$ cat src/rtl/pipe_reg_id_ex_elastic.sv
// pipe_reg_id_ex_elastic: elastic ID->EX pipeline register with a 1-entry skid buffer
//   clock/reset(async, active-low), flush drops held entries and this cycle's input
//   in_valid/in_ready/in_instr/in_rd1/in_rd2      : decode-side handshake and payload
//   out_valid/out_ready/out_instr/out_rd1/out_rd2 : execute-side handshake and payload
//   out_dest/out_dest_valid                       : destination field for hazard/forwarding
//   cnt_clr/bubble_cnt                            : saturating count of EX-starved cycles
module pipe_reg_id_ex_elastic #(
    parameter int DATA_W   = 20,
    parameter int DEST_MSB = 15,
    parameter int DEST_LSB = 12,
    parameter int CNT_W    = 16
) (
    input  logic                         clock,
    input  logic                         reset,
    input  logic                         flush,
    input  logic                         in_valid,
    output logic                         in_ready,
    input  logic [DATA_W-1:0]            in_instr,
    input  logic [DATA_W-1:0]            in_rd1,
    input  logic [DATA_W-1:0]            in_rd2,
    output logic                         out_valid,
    input  logic                         out_ready,
    output logic [DATA_W-1:0]            out_instr,
    output logic [DATA_W-1:0]            out_rd1,
    output logic [DATA_W-1:0]            out_rd2,
    output logic [DEST_MSB-DEST_LSB:0]   out_dest,
    output logic                         out_dest_valid,
    input  logic                         cnt_clr,
    output logic [CNT_W-1:0]             bubble_cnt
);
    localparam logic [1:0] EMPTY = 2'd0, MAIN = 2'd1, FULL = 2'd2;

    logic [1:0]        state_q, state_d;
    logic              in_ready_q, in_ready_d;
    logic [DATA_W-1:0] instr_q, instr_d, rd1_q, rd1_d, rd2_q, rd2_d;
    logic [DATA_W-1:0] skid_instr_q, skid_instr_d, skid_rd1_q, skid_rd1_d, skid_rd2_q, skid_rd2_d;
    logic [CNT_W-1:0]  cnt_q, cnt_d;
    logic              accept, consume;

    assign out_valid      = state_q != EMPTY;
    assign in_ready       = in_ready_q;
    assign out_instr      = instr_q;
    assign out_rd1        = rd1_q;
    assign out_rd2        = rd2_q;
    assign out_dest       = instr_q[DEST_MSB:DEST_LSB];
    assign out_dest_valid = out_valid & (|out_dest);
    assign bubble_cnt     = cnt_q;

    always_comb begin
        accept       = in_valid & in_ready_q;
        consume      = out_valid & out_ready;
        state_d      = state_q;
        instr_d      = instr_q;
        rd1_d        = rd1_q;
        rd2_d        = rd2_q;
        skid_instr_d = skid_instr_q;
        skid_rd1_d   = skid_rd1_q;
        skid_rd2_d   = skid_rd2_q;
        if (flush) begin
            state_d = EMPTY;
        end else if (state_q == EMPTY) begin
            if (accept) begin
                {instr_d, rd1_d, rd2_d} = {in_instr, in_rd1, in_rd2};
                state_d = MAIN;
            end
        end else if (state_q == MAIN) begin
            if (accept && consume) begin
                {instr_d, rd1_d, rd2_d} = {in_instr, in_rd1, in_rd2};
            end else if (accept) begin
                // EX stalled: park the new word behind the one on out_*
                {skid_instr_d, skid_rd1_d, skid_rd2_d} = {in_instr, in_rd1, in_rd2};
                state_d = FULL;
            end else if (consume) begin
                state_d = EMPTY;
            end
        end else if (consume) begin
            {instr_d, rd1_d, rd2_d} = {skid_instr_q, skid_rd1_q, skid_rd2_q};
            state_d = MAIN;
        end
        // registered ready: derived from the next state so it never depends on out_ready combinationally
        in_ready_d = state_d != FULL;
        cnt_d = cnt_clr ? '0 : (out_ready && !out_valid && cnt_q != '1) ? cnt_q + CNT_W'(1) : cnt_q;
    end

    always_ff @(posedge clock or negedge reset) begin
        if (!reset) begin
            state_q      <= EMPTY;
            in_ready_q   <= 1'b1;
            instr_q      <= '0;
            rd1_q        <= '0;
            rd2_q        <= '0;
            skid_instr_q <= '0;
            skid_rd1_q   <= '0;
            skid_rd2_q   <= '0;
            cnt_q        <= '0;
        end else begin
            state_q      <= state_d;
            in_ready_q   <= in_ready_d;
            instr_q      <= instr_d;
            rd1_q        <= rd1_d;
            rd2_q        <= rd2_d;
            skid_instr_q <= skid_instr_d;
            skid_rd1_q   <= skid_rd1_d;
            skid_rd2_q   <= skid_rd2_d;
            cnt_q        <= cnt_d;
        end
    end
endmodule

$ cat config.mk
export PLATFORM = sky130hd
export DESIGN_NAME = pipe_reg_id_ex_elastic
export DESIGN_NICKNAME = d
export VERILOG_FILES = /design/src/rtl/pipe_reg_id_ex_elastic.sv
export SDC_FILE = /design/constraint.sdc
export NUM_CORES = 1
export LEC_CHECK = 0
export CAP_MARGIN = 20
export CORE_MARGIN = 2
export CORE_UTILIZATION = 49
export DETAILED_ROUTE_END_ITERATION = 6
export PLACE_DENSITY = 0.78
export SLEW_MARGIN = 10
export SYNTH_ARGS = -nofsm -noshare
export SYNTH_HDL_FRONTEND = slang
export SYNTH_SLANG_ARGS = --single-unit
$ cat constraint.sdc
create_clock -name clock -period 2.28 [get_ports clock]
set_input_delay 0.456 -clock clock [delete_from_list [all_inputs] [get_ports clock]]
set_output_delay 0.456 -clock clock [all_outputs]
set_load 0.02 [all_outputs]
==> impl_metrics.env <==
export IMPL_status="complete, no violations"
export IMPL_synthArstFlopShare_pct=100
export IMPL_ys_seq_area_share_pct=57.5
export IMPL_grt_pass1_wl_um=22200
export IMPL_post_synth_top_area_cell="dfrtp_1"
export IMPL_antenna_cells=0
export IMPL_syn_inst=508
export IMPL_root_buffer="clkbuf_16"
export IMPL_syn_nets=575
export IMPL_hp_class="reg2reg"
export IMPL_pin_count=149
export IMPL_dp_cells=782
export IMPL_io_buffers=148
export IMPL_clock_sinks=139
export IMPL_grt_max_degree=121
export IMPL_dp_hpwl_um=8960
export IMPL_drt_pass1_iterations=4
export IMPL_cts_tree="built"
export IMPL_fmax_mhz=460
export IMPL_timing_slew_headroom_pct=52.4
export IMPL_h_tree_depth=4
export IMPL_wl_per_cell_um=16.5
export IMPL_final_cells=815
export IMPL_nets=722
export IMPL_cap_violations=0
export IMPL_clkTransAtPathRegs_ns=0.06
export IMPL_dieArea_um2=13200
export IMPL_critical_path_arrival_ns=1.72
export IMPL_place_congestion=0.870
export IMPL_cts_inserted_buffers=17
export IMPL_p_per_area_nw_per_um2=930
export IMPL_skew_ns=0.00725
export IMPL_synth_top_area_share_pct=57.1
export IMPL_dr_total_vias=4449
export IMPL_fin_crit_ns=2.17
export IMPL_grt_pass1_vias=4563
export IMPL_syn_area_um2=6050
export IMPL_grt_use_total_pct=21.5
export IMPL_core_area_um2=12000
export IMPL_antenna_found_initial=0
export IMPL_ys_warn_count=0
export IMPL_p_leak_nw=3.50
export IMPL_grt_overflow_total=0
export IMPL_die_x_um=115
export IMPL_ir_worst_vdd_v=0.000552
export IMPL_die_h_um=115
export IMPL_finalMaxSlewViolations=0
export IMPL_vias_per_cell=5.46
export IMPL_cp_cell_sequence="nor4_1, nor2_1, clkdlybuf4s50_1"
export IMPL_finalSetupTns_ns=0
export IMPL_start_kind="flop"
export IMPL_setup_viol=0
export IMPL_synth_enable_flop_cells=0
export IMPL_ys_ff_latch=139
export IMPL_syn_to_final_growth_pct=38.4
export IMPL_clockBufferDepth=2
export IMPL_cp_num_buf_inv=1
export IMPL_hold_violations=0
export IMPL_layout_commonest_cell="clkdlybuf4s50_1"
export IMPL_end_kind="primary output"
export IMPL_drt_iter0_drc=346
export IMPL_ant_nets=0
export IMPL_ys_flop_type="dfrtp_1"
export IMPL_tightestPinTransition_ns=0.707
export IMPL_crit_type="reg2out"
export IMPL_synth_avg_cell_area_um2=11.9
export IMPL_rows=40
export IMPL_synthDistinctLibCells=44
export IMPL_synth_top_cells_by_area="dfrtp_1, mux2_2, mux2i_1"
export IMPL_cp_max_fo=4
export IMPL_cp_slowest_cell="clkdlybuf4s50_1"
export IMPL_critPathTopFamily="buffers and inverters"
export IMPL_initial_core_util_pct=50.3
export IMPL_drive_above_1_share_pct=16.9
export IMPL_drt_total_wl_um=13500
export IMPL_post_cts_buffers=0
export IMPL_fin_crit_sh_pct=95.3
export IMPL_drc=0
export IMPL_final_cell_mix="clkdlybuf4s50_1, dfrtp_1, nand2_1, o21ai_0, mux2_2"
export IMPL_clock_latency_ns=0.41
export IMPL_slowest_delay_ns=0.54
export IMPL_worstPathRequired_ns=1.82
export IMPL_rsz0062_at_grt="no"
## what timing repair did
item,4_1_cts,5_1_grt
setup endpoints to repair,2,2
hold buffers,1,0
resized for setup,1,2
hold endpoints to repair,40,0
## final timing paths
path	slack, ns	to	depth (start not counted)	startpoint
setup / recovery	0.11	out_dest_valid	3	out_instr[13]$_DFFE_PN0P_
hold / removal	0.48	out_rd1[5]$_DFFE_PN0P_	2	out_rd1[5]$_DFFE_PN0P_
setup reg to reg	0.30	bubble_cnt[12]$_DFFE_PN0P_	5	state_q[1]$_DFF_PN0_
hold reg to reg	0.48	out_rd1[5]$_DFFE_PN0P_	2	out_rd1[5]$_DFFE_PN0P_
max in group asynchronous	1.10	out_instr[14]$_DFFE_PN0P_	3	reset
min in group asynchronous	0.54	bubble_cnt[11]$_DFFE_PN0P_	2	reset
## area by class of cell
cell class,count,area (µm²)
fillers,868,3640
multi-input cells,329,2400
flip-flops and latches,139,3480
clock buffers,26,479
repair buffers,161,1640
inverters,7,26.3
clock inverters,6,159
well taps,147,184
## layer usage
metal | vias to the layer above | track usage [%] | part of all wire [%]
met2 | 156 | 33.8 | 48
met5 | - | 0 | 0
li1 | 2104 | - | -
met1 | 2173 | 28.0 | 43
met4 | 0 | 7.23 | 1.3
met3 | 16 | 7.59 | 7.9
## stage by stage
stage / hold WS [ns] / worst slack, ns / utilization [%] / area (µm²) / power (mW)
floorplan: 0.160 / 0.354 / - / 6050 / 4.06
global placement: 0.406 / 0.0449 / 64.2 / 7710 / 4.77
detailed placement: 0.415 / 0.00758 / 64.2 / 7710 / 4.85
CTS: 0.482 / 0.0369 / 69.6 / 8360 / 7.85
global route: 0.502 / 0.0272 / 69.7 / 8370 / 8.15
finish: 0.476 / 0.108 / 69.7 / 8370 / 7.78
## worst min-delay path: stages, from the launching register on
cell and delay (ns):
dfrtp_1 0.34, nand2_1 0.04, o21ai_0 0.06
## Yosys cell counts, types with 2 or more instances
master    number
a21oi_1       15
nor3_1         4
mux2_2        62
nor2b_1        2
buf_4          5
dfrtp_1      138
or3_1          6
nor4_1         2
nand4_1        4
o31ai_1        4
nand3_1        4
nand2_1       66
clkbuf_1      21
nand2b_1       3
buf_2          5
or4_1          2
inv_1          7
a211oi_1       2
nor2_1         5
mux2i_1       61
or3_2          2
o21ai_0       66
## logic make-up (layout without fill, tap and decap cells)
family,Yosys count,count (layout),share of synthesized area [%]
AO/OA/AOI/OAI,96,96,8.73
adder cells (fa/ha/maj),1,1,0.207
buffers and inverters,40,200,2.98
flip-flops,139,139,57.5
multiplexers,123,123,21.6
AND/OR/NAND/NOR,109,109,8.90
## state kept, by name, summed over array words and instances, names as in the netlist
name and count:
bubble_cnt 16, in_ready 1, out_instr 20, out_rd1 20, out_rd2 20, skid_instr_q 20
skid_rd1_q 20, skid_rd2_q 20, state_q 2
## power breakdown
part           switching [mW]  leakage [nW]  total, mW  internal [mW]
Combinational           0.697          1.45       1.52          0.827
Clock                   0.975         0.307       2.98           2.00
Sequential              0.293          1.75       3.28           2.98
Total                    1.96          3.50       7.78           5.81
No activity file was read; power rests on OpenSTA's default activity.
